===== src/rtl/corebootstrap_spi_arb.sv =====
`default_nettype none
// corebootstrap_spi_arb: shares one SPI flash between the bootstrap copy engine (priority)
// and NUM_HOSTS round-robin host masters, with a guard gap (SS high) on every owner change.
module corebootstrap_spi_arb #(
   parameter int unsigned NUM_HOSTS    = 2,
   parameter int unsigned GUARD_CYCLES = 4,
   parameter logic        IDLE_SCK     = 1'b0
) (
   input  logic                 HCLK,
   input  logic                 HRESETN,
   input  logic                 PROC_SYS_RESETN,
   input  logic                 boot_active,
   input  logic                 boot_sck,
   input  logic                 boot_sdo,
   input  logic                 boot_ss,
   output logic                 boot_sdi,
   input  logic [NUM_HOSTS-1:0] HOST_REQ,
   output logic [NUM_HOSTS-1:0] HOST_GNT,
   input  logic [NUM_HOSTS-1:0] HOST_SCK,
   input  logic [NUM_HOSTS-1:0] HOST_SDO,
   input  logic [NUM_HOSTS-1:0] HOST_SS,
   output logic [NUM_HOSTS-1:0] HOST_SDI,
   output logic                 FLASH_SCK,
   output logic                 FLASH_SDO,
   output logic                 FLASH_SS,
   input  logic                 FLASH_SDI,
   output logic                 ss_violation
);

   localparam int unsigned IDX_W      = (NUM_HOSTS > 1) ? $clog2(NUM_HOSTS) : 1;
   localparam logic [7:0]  GUARD_LOAD = 8'(GUARD_CYCLES - 1);

   localparam logic [1:0] ST_BOOT  = 2'd0;
   localparam logic [1:0] ST_GUARD = 2'd1;
   localparam logic [1:0] ST_IDLE  = 2'd2;
   localparam logic [1:0] ST_HOST  = 2'd3;

   logic [1:0]           state_q, state_d;
   logic [IDX_W-1:0]     cur_q, cur_d;
   logic [IDX_W-1:0]     nxt_q, nxt_d;
   logic [7:0]           cnt_q, cnt_d;
   logic [NUM_HOSTS-1:0] gnt_q, gnt_d;
   logic                 viol_q, viol_d;

   logic                 req_found;
   logic [IDX_W-1:0]     req_pick;
   logic [IDX_W-1:0]     cur_inc;
   logic [31:0]          scan_idx;

   // Round-robin search: first requester at or after nxt, wrapping at NUM_HOSTS.
   always_comb begin
      req_found = 1'b0;
      req_pick  = nxt_q;
      scan_idx  = 32'd0;
      for (int unsigned i = 0; i < NUM_HOSTS; i++) begin
         scan_idx = 32'(nxt_q) + 32'(i);
         if (scan_idx >= 32'(NUM_HOSTS)) begin
            scan_idx = scan_idx - 32'(NUM_HOSTS);
         end
         if (!req_found && HOST_REQ[scan_idx[IDX_W-1:0]]) begin
            req_found = 1'b1;
            req_pick  = scan_idx[IDX_W-1:0];
         end
      end
   end

   always_comb begin
      if (32'(cur_q) + 32'd1 >= 32'(NUM_HOSTS)) begin
         cur_inc = '0;
      end else begin
         cur_inc = cur_q + IDX_W'(1);
      end
   end

   always_comb begin
      state_d = state_q;
      cur_d   = cur_q;
      nxt_d   = nxt_q;
      cnt_d   = cnt_q;
      case (state_q)
         ST_BOOT: begin
            if (!boot_active && boot_ss) begin
               state_d = ST_GUARD;
               cnt_d   = GUARD_LOAD;
            end
         end
         ST_GUARD: begin
            if (cnt_q == 8'd0) begin
               state_d = ST_IDLE;
            end else begin
               cnt_d = cnt_q - 8'd1;
            end
         end
         ST_IDLE: begin
            if (boot_active) begin
               state_d = ST_BOOT;
            end else if (PROC_SYS_RESETN && req_found) begin
               state_d = ST_HOST;
               cur_d   = req_pick;
            end
         end
         ST_HOST: begin
            // A host CPU reset aborts the transfer without advancing fairness.
            if (!PROC_SYS_RESETN) begin
               state_d = ST_GUARD;
               cnt_d   = GUARD_LOAD;
            end else if (!HOST_REQ[cur_q] && HOST_SS[cur_q]) begin
               state_d = ST_GUARD;
               cnt_d   = GUARD_LOAD;
               nxt_d   = cur_inc;
            end
         end
         default: begin
            state_d = ST_BOOT;
         end
      endcase

      gnt_d = '0;
      if (state_d == ST_HOST) begin
         gnt_d[cur_d] = 1'b1;
      end

      viol_d = PROC_SYS_RESETN && (|(~HOST_SS & ~gnt_q));
   end

   always_ff @(posedge HCLK or negedge HRESETN) begin
      if (!HRESETN) begin
         state_q <= ST_BOOT;
         cur_q   <= '0;
         nxt_q   <= '0;
         cnt_q   <= 8'd0;
         gnt_q   <= '0;
         viol_q  <= 1'b0;
      end else begin
         state_q <= state_d;
         cur_q   <= cur_d;
         nxt_q   <= nxt_d;
         cnt_q   <= cnt_d;
         gnt_q   <= gnt_d;
         viol_q  <= viol_d;
      end
   end

   always_comb begin
      FLASH_SS  = 1'b1;
      FLASH_SCK = IDLE_SCK;
      FLASH_SDO = 1'b0;
      if (state_q == ST_BOOT) begin
         FLASH_SS  = boot_ss;
         FLASH_SCK = boot_sck;
         FLASH_SDO = boot_sdo;
      end else if (state_q == ST_HOST) begin
         FLASH_SS  = HOST_SS[cur_q];
         FLASH_SCK = HOST_SCK[cur_q];
         FLASH_SDO = HOST_SDO[cur_q];
      end
   end

   assign boot_sdi     = FLASH_SDI;
   assign HOST_SDI     = {NUM_HOSTS{FLASH_SDI}};
   assign HOST_GNT     = gnt_q;
   assign ss_violation = viol_q;

endmodule
`default_nettype wire


===== config.mk =====
export PLATFORM = sky130hd
export DESIGN_NAME = corebootstrap_spi_arb
export DESIGN_NICKNAME = d
export VERILOG_FILES = /design/src/rtl/corebootstrap_spi_arb.sv
export SDC_FILE = /design/constraint.sdc
export NUM_CORES = 1
export LEC_CHECK = 0
export CAP_MARGIN = 10
export CORE_ASPECT_RATIO = 1.1
export CORE_UTILIZATION = 44
export CTS_BUF_LIST = sky130_fd_sc_hd__clkbuf_4 sky130_fd_sc_hd__clkbuf_8 sky130_fd_sc_hd__clkbuf_16
export DETAILED_ROUTE_END_ITERATION = 6
export GPL_TIMING_DRIVEN = 0
export PLACE_DENSITY = 0.75
export SYNTH_ARGS = -nofsm -noshare
export SYNTH_HDL_FRONTEND = slang
export SYNTH_SLANG_ARGS = --single-unit

===== constraint.sdc =====
create_clock -name HCLK -period 2.4 [get_ports HCLK]
set_clock_uncertainty 0.15 [all_clocks]
set_input_delay 0.36 -clock HCLK [delete_from_list [all_inputs] [get_ports HCLK]]
set_output_delay 0.36 -clock HCLK [all_outputs]
set_load 0.005 [all_outputs]

==> results of run 1 <==
[registers in the layout (all words and copies together), names as in the netlist]
register      cells
cnt_q             8
cur_q             1
state_q           2
HOST_GNT          2
nxt_q             1
ss_violation      1
[per-stage QoR]
| stage | hold WS [ps] | TNS (ps) |
|---|---|---|
| finish | 345.5 | 0 |
| CTS | 378.6 | 0 |
| global route | 405.9 | 0 |
| detailed placement | 363.1 | -546.9 |
| floorplan | -85.59 | 0 |
| global placement | 360.1 | -230.0 |
[logic make-up (layout without fill, tap and decap cells)]
kind of cell	after synthesis	count (layout)	synth area share [%]
multiplexers	4	4	3.721
AND/OR/NAND/NOR	46	46	24.89
buffers and inverters	13	41	6.279
flip-flops	15	15	34.88
adder cells (fa/ha/maj)	6	6	6.977
AO/OA/AOI/OAI	35	35	23.26
[power groups by stage]
stage	registers, mW	clock network [mW]	logic [mW]
after floorplan	0.381	0	0.427
final	0.397	0.146	0.628
after global routing	0.407	0.161	0.711
after detailed placement	0.399	0	0.588
after CTS	0.390	0.149	0.626
after global placement	0.397	0	0.571
[layout by cell type (no fill, tap or decap), types with 2 or more instances in the layout]
master / instances
o31ai_1: 5
inv_1: 6
nor2b_1: 3
nor3_1: 4
o21ai_0: 9
nor2_1: 5
clkbuf_4: 3
ha_1: 5
and2_1: 3
nand2_1: 8
clkdlybuf4s50_1: 20
a22oi_1: 2
nand3_1: 5
nand2b_1: 5
dfrtp_1: 15
mux2i_1: 4
dlygate4sd2_1: 3
a21oi_1: 5
buf_4: 5
a31oi_1: 2
a22o_1: 2
[final timing paths]
kind,end,cells after the start
max in group asynchronous,cnt_q[7]$_DFFE_PN0P_,1
setup reg to reg,cnt_q[7]$_DFFE_PN0P_,6
hold / removal,ss_violation$_DFF_PN0_,1
setup / recovery,cnt_q[7]$_DFFE_PN0P_,6
hold reg to reg,nxt_q$_DFFE_PN0P_,2
min in group HCLK,nxt_q$_DFFE_PN0P_,2
[per-layer routing]
| layer | GRT usage [%] | vias up |
|---|---|---|
| li1 | - | 494 |
| met1 | 23.87 | 460 |
| met2 | 42.01 | 44 |
| met3 | 5.367 | 0 |
| met4 | 1.961 | 0 |
| met5 | 0 | - |
[cell type report]
class,count,share of cell area (%)
multi-input combinational,91,46.22
clock buffer,3,1.603
tap,30,2.671
buffer,6,3.651
clock inverter,1,0.3562
sequential,15,26.71
timing repair buffer,25,17.19
inverter,6,1.603
[what timing repair did]
item / CTS / global route
setup buffers: 2 / 0
endpoints found under the setup margin: 3 / 2
endpoints found under the hold margin: 0 / 0
gates resized for setup: 8 / 1
gates cloned: 0 / 0
pin swaps: 0 / 0
==> flow_metrics.tcl, run 1 <==
set metrics [dict create \
    hold_violations 0 \
    antennaDiodeCount 0 \
    vias 998 \
    worstPathArrival_ps 2320 \
    pin_count 25 \
    antenna_found_initial 0 \
    tightestPinTransition_ps 710.1 \
    switching_share_pct 41.89 \
    ff2ff_setup_slack_ps 100 \
    grt-ovfl-total 0 \
    cp_num_buf_inv 1 \
    p_total_mw 1.171 \
    fp.coreArea_sq_mm 0.002275 \
    clk_pin_slew_ps 90 \
    synth-edff-count 0 \
    nFillCells 184 \
    yosysMostFrequentCell "dfrtp_1" \
    p_leak_nw 0.6025 \
    cts.sinks 15 \
    power_switching_mw 0.4903 \
    sequentialPowerShare_pct 33.9 \
    numCtsBuffers 3 \
    ys_seq_elements 15 \
    maxCapViolations 0 \
    drc_errors 0 \
    synth_top_area_cell "dfrtp_1" \
    start_util_pct 47.30 \
    nets 170 \
    setup_ws_ps 95.01 \
    hold_buffers 0 \
    pwr_density_cell_mw_per_mm2 833.1 \
    slew_headroom_pct 52.51 \
    required_ps 2420 \
    status "finished, final reports clean" \
    post-route-min-period_ps 2305 \
    peakVddDrop_mv 0.5496 \
    cts_tree "done" \
    drtAntennaViolNets 0 \
    dpl.hpwl_microns 1893 \
    synthCells 119 \
    r2r-start "cnt_q[5]$_DFFE_PN0P_" \
    rows 18 \
    crit_chain "or4_4, or4b_4, buf_6, nand3_1, mux2i_1, o21ai_1" \
    rsz0062_at_grt "no" \
    cp-start-kind "register" \
    cts_buffer_depth 2 \
    crit_path_max_incr_delay_ps 580 \
    fp.dieW_microns 49.15 \
    portBuffers 23 \
    drive_gt1_share_pct 12.93 \
    finalNonFillerCells 177 \
    critPathTopFamily "simple AND/OR/NAND/NOR gates" \
    maxUsedRoutingLayer "met3" \
    clock_latency_ps 280 \
    yosys.area.top_type_share_pct 34.88 \
    root_buffer "clkbuf_4" \
    synth_seq_area_share_pct 34.88 \
    grt_pass1_vias 1001 \
    critPathSlowestCell "or4_4" \
    postSynthAreaPerCell_sq_um 9.042 \
    fin_crit_sh_pct 96.04 \
    first_pass_iters 4 \
    yosysWarnings 0 \
    die_h_microns 53.87 \
    p_clk_share_pct 12.5 \
    worstSetupStartpoint "cnt_q[5]$_DFFE_PN0P_" \
    met2_length_microns 1310 \
    met1_length_microns 1069 \
    dieArea_sq_mm 0.002647 \
    regArea_sq_um 375.4 \
    grt_pass1_wl_microns 4319 \
    multi_input_area_sq_um 649.4 \
    path_class "register to register" \
    drt-wirelength-per-cell_microns 14.40 \
    syn_to_final_growth_pct 30.58 \
    finalSetupViolations 0 \
    fmax_mhz 433.8 \
    hp-class "input pin to async pin" \
    async_reset_ff_share_pct 100.0 \
    met3_length_microns 169 \
    end_kind "register" \
    fin_util_pct 61.77 \
    avgViaCountPerCell 5.638 \
    synth.distinct_cells 42 \
    maxSlewViolCount 0 \
    synth_area_sq_mm 0.001076 \
    grtUsageTotal_pct 21.26 \
    synth_area_leaders "dfrtp_1, ha_1, o21ai_0" \
    internal_power_mw 0.6803 \
    dp_slack_ps -129.1 \
    wirelength_microns 2549 \
    drt-initial-drc-count 24 \
    finalWeightedCongestion 0.9249 \
    stdcell_area_sq_mm 0.001405 \
    syn_nets 141 \
    netlist_top_cells_count "dfrtp_1, o21ai_0, nand2_1" \
    htreeDepth 1 \
    synthFlopType "dfrtp_1" \
    pwr-share-comb_pct 53.6 \
    crit_fanout 8 \
    postPlaceCellArea_sq_mm 0.001344 \
    dp_cells 172 \
    grt_max_degree 16 \
]
(Power assumes the default switching activity.)
==> inputs of run 2 (changes only) <==
--- a/config.mk
+++ b/config.mk
@@ -7,11 +7,11 @@
 export LEC_CHECK = 0
 export CAP_MARGIN = 10
 export CORE_ASPECT_RATIO = 1.1
-export CORE_UTILIZATION = 44
+export CORE_UTILIZATION = 45
 export CTS_BUF_LIST = sky130_fd_sc_hd__clkbuf_4 sky130_fd_sc_hd__clkbuf_8 sky130_fd_sc_hd__clkbuf_16
 export DETAILED_ROUTE_END_ITERATION = 6
 export GPL_TIMING_DRIVEN = 0
-export PLACE_DENSITY = 0.75
+export PLACE_DENSITY = 0.73
 export SYNTH_ARGS = -nofsm -noshare
 export SYNTH_HDL_FRONTEND = slang
 export SYNTH_SLANG_ARGS = --single-unit
==> constraint.sdc (replaced) <==
create_clock -name HCLK -period 2.2 [get_ports HCLK]
set_clock_uncertainty 0.15 [all_clocks]
set_input_delay 0.33 -clock HCLK [delete_from_list [all_inputs] [get_ports HCLK]]
set_output_delay 0.33 -clock HCLK [all_outputs]
set_load 0.005 [all_outputs]
==> flow_metrics.tcl, run 2 (synthesized netlist as in run 1, its figures left out) <==
set metrics [dict create \
    cts_buffer_depth 2 \
    rsz0062_at_grt "no" \
    drc_errors 0 \
    met2_usage_pct 44.21 \
    clk_pin_slew_ps 90 \
    maxSlewViolCount 0 \
    fin_crit_sh_pct 97.93 \
    path_class "register to register" \
    nFillCells 195 \
    drt-initial-drc-count 18 \
    setup_tns_ps 0 \
    fmax_mhz 464.1 \
    numCtsBuffers 3 \
    p_leak_nw 0.6391 \
    syn_to_final_growth_pct 37.79 \
    end_kind "register" \
    fp.dieW_microns 48.63 \
    drive_gt1_share_pct 25.17 \
    status "finished, final reports clean" \
    rows 18 \
    postPlaceCellArea_sq_mm 0.001344 \
    slew_headroom_pct 51.18 \
    hold_violations 0 \
    cp-start-kind "register" \
    die_h_microns 53.29 \
    drt-wirelength-per-cell_microns 15.55 \
    grt-ovfl-total 0 \
    root_buffer "clkbuf_4" \
    worstPathArrival_ps 2240 \
    required_ps 2290 \
    pin_count 25 \
    use_met3_pct 4.023 \
    cts_tree "done" \
    finalWeightedCongestion 0.9172 \
    mostFrequentLayoutCell "clkdlybuf4s50_1" \
    post-route-min-period_ps 2155 \
    grt_pass1_wl_microns 4498 \
    regArea_sq_um 376.6 \
    p_total_mw 1.426 \
    largest_reg_flops 8 \
    grtUsageTotal_pct 23.04 \
    nets 174 \
    antennaDiodeCount 0 \
    htreeDepth 1 \
    dieArea_sq_mm 0.002591 \
    clock_latency_ps 300 \
    multi_input_area_sq_um 696.9 \
    largest-register "cnt_q" \
    stdcell_area_sq_mm 0.001483 \
    antenna_found_initial 0 \
    peakVddDrop_mv 0.7400 \
    first_pass_iters 4 \
    start_util_pct 47.78 \
    use_met1_pct 25.04 \
    top_usage_layer "met2" \
    dpl.hpwl_microns 1898 \
    maxCapViolations 0 \
    portBuffers 23 \
    critPathSlowestCell "or4_1" \
    crit_fanout 6 \
    cts.sinks 15 \
    crit_path_max_incr_delay_ps 490 \
    drtAntennaViolNets 0 \
    fp.coreArea_sq_mm 0.002252 \
    vias 999 \
    grt_max_degree 16 \
    crit_chain "buf_4, ha_2, and2_4, a32o_2, or4_1, nand2_1, a22o_1" \
    layout_common_cells "clkdlybuf4s50_1, dfrtp_1, buf_4" \
    grt_pass1_vias 1001 \
    avgViaCountPerCell 5.519 \
    pwr_density_cell_mw_per_mm2 961.6 \
    finalSetupViolations 0 \
    wirelength_microns 2814 \
    tightestPinTransition_ps 730.0 \
    hp-class "input pin to register" \
]
-- run 2: repair_timing --
action,in CTS,in global routing
pin swaps,1,6
hold buffers,0,0
buffers inserted,5,3
resized for setup,11,16
endpoints found under the hold margin,0,0
endpoints found under the setup margin,10,10
-- run 2: worst paths after layout --
| path | start | end | slack (ps) | cells past startpoint |
|---|---|---|---|---|
| worst max register to register | state_q[1]$_DFF_PN0_ | cnt_q[3]$_DFFE_PN0P_ | 50 | 7 |
| max in group asynchronous | HRESETN | cur_q$_DFF_PN0_ | 1090 | 1 |
| worst max-delay path | state_q[1]$_DFF_PN0_ | cnt_q[3]$_DFFE_PN0P_ | 50 | 7 |
| worst min register to register | cnt_q[6]$_DFFE_PN0P_ | cnt_q[6]$_DFFE_PN0P_ | 390 | 1 |
| worst min-delay path | HOST_SS[0] | ss_violation$_DFF_PN0_ | 290 | 3 |
| min in group asynchronous | HRESETN | nxt_q$_DFFE_PN0P_ | 310 | 1 |
-- run 2: power breakdown --
part | switching [mW] | internal, mW | total (mW)
Clock | 0.0982 | 0.0678 | 0.166
Combinational | 0.417 | 0.416 | 0.833
Sequential | 0.0746 | 0.352 | 0.426
Total | 0.590 | 0.836 | 1.43
-- run 2: routing by layer --
| metal | share of wire [%] | routed length, microns | vias to the layer above |
|---|---|---|---|
| li1 | - | - | 506 |
| met1 | 40 | 1123 | 467 |
| met3 | 3.0 | 85 | 7 |
| met5 | 0 | 0 | - |
| met2 | 55 | 1546 | 19 |
| met4 | 2.1 | 59 | 0 |
-- run 2: critical path: cells and delay by family (launching register included) --
family / cells / cell delay [ps]
fa+ha+maj: 1 / 200
flops: 1 / 420
compound gates: 2 / 430
buf+inv: 1 / 160
simple gates: 3 / 740
-- run 2: final cells by class --
class,count,share of cell area (%)
Sequential cell,15,25.40
Timing Repair Buffer,31,19.24
Clock buffer,3,1.519
Multi-Input combinational cell,91,47.00
Inverter,6,1.519
Clock inverter,1,0.3376
Tap cell,30,2.532
Buffer,4,2.447
-- run 2: metrics by stage --
| stage | setup slack (ps) | util, % | hold WS (ps) | cells |
|---|---|---|---|---|
| floorplan | 0.4037 | - | -115.6 | 119 |
| global placement | -294.9 | 59.67 | 360.4 | 172 |
| detailed placement | -317.0 | 59.67 | 362.4 | 172 |
| CTS | -5.246 | 62.78 | 323.1 | 178 |
| global route | 0.4667 | 65.83 | 294.1 | 181 |
| finish | 45.46 | 65.83 | 287.3 | 181 |
==> inputs of run 3 (changes only) <==
--- a/config.mk
+++ b/config.mk
@@ -7,11 +7,11 @@
 export LEC_CHECK = 0
 export CAP_MARGIN = 10
 export CORE_ASPECT_RATIO = 1.1
-export CORE_UTILIZATION = 45
+export CORE_UTILIZATION = 49
 export CTS_BUF_LIST = sky130_fd_sc_hd__clkbuf_4 sky130_fd_sc_hd__clkbuf_8 sky130_fd_sc_hd__clkbuf_16
 export DETAILED_ROUTE_END_ITERATION = 6
 export GPL_TIMING_DRIVEN = 0
-export PLACE_DENSITY = 0.73
+export PLACE_DENSITY = 0.79
 export SYNTH_ARGS = -nofsm -noshare
 export SYNTH_HDL_FRONTEND = slang
 export SYNTH_SLANG_ARGS = --single-unit
==> flow_metrics.tcl, run 3 (synthesized netlist as in run 1, its figures left out) <==
set metrics [dict create \
    finalSetupViolations 0 \
    die_h_microns 51.15 \
    grt_max_degree 16 \
    hold_violations 0 \
    largest-register "cnt_q" \
    fp.coreArea_sq_mm 0.002042 \
    path_class "register to register" \
    dp_slack_ps -264.4 \
    setup_tns_ps 0 \
    root_buffer "clkbuf_4" \
    antennaDiodeCount 0 \
    clk_pin_slew_ps 90 \
    avgViaCountPerCell 5.922 \
    dieArea_sq_mm 0.002388 \
    grtUsageTotal_pct 25.28 \
    rows 17 \
    drive_gt1_share_pct 23.84 \
    worstRegToRegCells 5 \
    clock_latency_ps 290 \
    drt-initial-drc-count 31 \
    portBuffers 23 \
    cts.sinks 15 \
    start_util_pct 52.70 \
    wirelength_microns 2731 \
    grt-ovfl-total 0 \
    fin_crit_sh_pct 98.64 \
    setup_ws_ps 30.02 \
    grt_pass1_vias 1031 \
    largest_reg_flops 8 \
    htreeDepth 1 \
    pin_count 25 \
    required_ps 2220 \
    vias 1060 \
    cts_tree "done" \
    pwr_density_cell_mw_per_mm2 971.4 \
    peakVddDrop_mv 0.7802 \
    fp.dieW_microns 46.68 \
    worstSetupStartpoint "cnt_q[4]$_DFFE_PN0P_" \
    drt-wirelength-per-cell_microns 15.26 \
    crit_fanout 7 \
    slew_headroom_pct 53.36 \
    mostFrequentLayoutCell "clkdlybuf4s50_1" \
    regArea_sq_um 376.6 \
    antenna_found_initial 0 \
    p_leak_nw 0.6324 \
    cp-start-kind "register" \
    r2r-start "cnt_q[4]$_DFFE_PN0P_" \
    drtAntennaViolNets 0 \
    grt_pass1_wl_microns 4353 \
    finalWeightedCongestion 0.8846 \
    hp-class "input pin to async pin" \
    nets 174 \
    first_pass_iters 4 \
    drc_errors 0 \
    numCtsBuffers 3 \
    multi_input_area_sq_um 695.7 \
    post-route-min-period_ps 2170 \
    fmax_mhz 460.8 \
    maxCapViolations 0 \
    nFillCells 166 \
    tightestPinTransition_ps 697.5 \
    status "finished, final reports clean" \
    maxSlewViolCount 0 \
    cts_buffer_depth 2 \
    end_kind "register" \
    worstPathArrival_ps 2190 \
    dpl.hpwl_microns 1940 \
    syn_to_final_growth_pct 37.21 \
    layout_common_cells "clkdlybuf4s50_1, dfrtp_1, buf_4" \
]
## run 3: changes by cell type in the layout (fill, tap and decap cells not counted), sizes merged
cell,delta
clkdlybuf4s50,+1
dlymetal6s2s,-1
## run 3: routing by layer
metal / GRT usage [%] / wire, microns / vias to the layer above
li1: - / - / 502
met1: 27.23 / 1058 / 520
met2: 46.99 / 1522 / 34
met3: 5.654 / 121 / 4
met4: 7.143 / 28 / 0
met5: 0 / 0 / -
## run 3: final timing paths
check	to	slack [ps]
max	cnt_q[7]$_DFFE_PN0P_	30
max in group asynchronous	cur_q$_DFF_PN0_	1120
min	ss_violation$_DFF_PN0_	300
min in group HCLK	cnt_q[6]$_DFFE_PN0P_	380
max reg2reg	cnt_q[7]$_DFFE_PN0P_	30
min reg2reg	cnt_q[6]$_DFFE_PN0P_	380
## run 3: layout make-up
class	instances	area share, %
clock buffer	3	1.525
buffer	4	2.458
tap	28	2.373
multi-input combinational	91	47.12
sequential	15	25.51
clock inverter	1	0.3390
inverter	6	1.525
timing repair buffer	31	19.15
## run 3: report_power, final
group | total, mW | internal (mW) | switching (mW)
clock | 0.164 | 0.0677 | 0.0967
combinational | 0.847 | 0.420 | 0.426
sequential | 0.423 | 0.352 | 0.0716
## run 3: metrics by stage
| step | std cells | utilization, % | hold slack (ps) | total power [mW] | instance area [sq um] |
|---|---|---|---|---|---|
| after global routing | 179 | 72.30 | 360.6 | 1.547 | 1476 |
| after detailed placement | 170 | 65.69 | 360.9 | 1.077 | 1341 |
| after floorplan | 119 | - | -115.6 | 0.8819 | 1076 |
| after CTS | 176 | 69.85 | 316.9 | 1.358 | 1426 |
| final | 179 | 72.30 | 299.0 | 1.434 | 1476 |
| after global placement | 170 | 65.69 | 366.5 | 1.053 | 1341 |
## run 3: critical path, stage by stage (launching register included)
cell	delay [ps]
dfrtp_1	390
or4_4	550
or4b_4	570
nand3_2	120
mux2i_1	200
o21ai_1	80
## run 3: what timing repair did
action,in CTS,in global routing
gates resized for setup,13,12
hold buffers,0,0
setup buffers,5,3
endpoints found under the setup margin,9,7
cloned,0,0
pin swaps,2,3
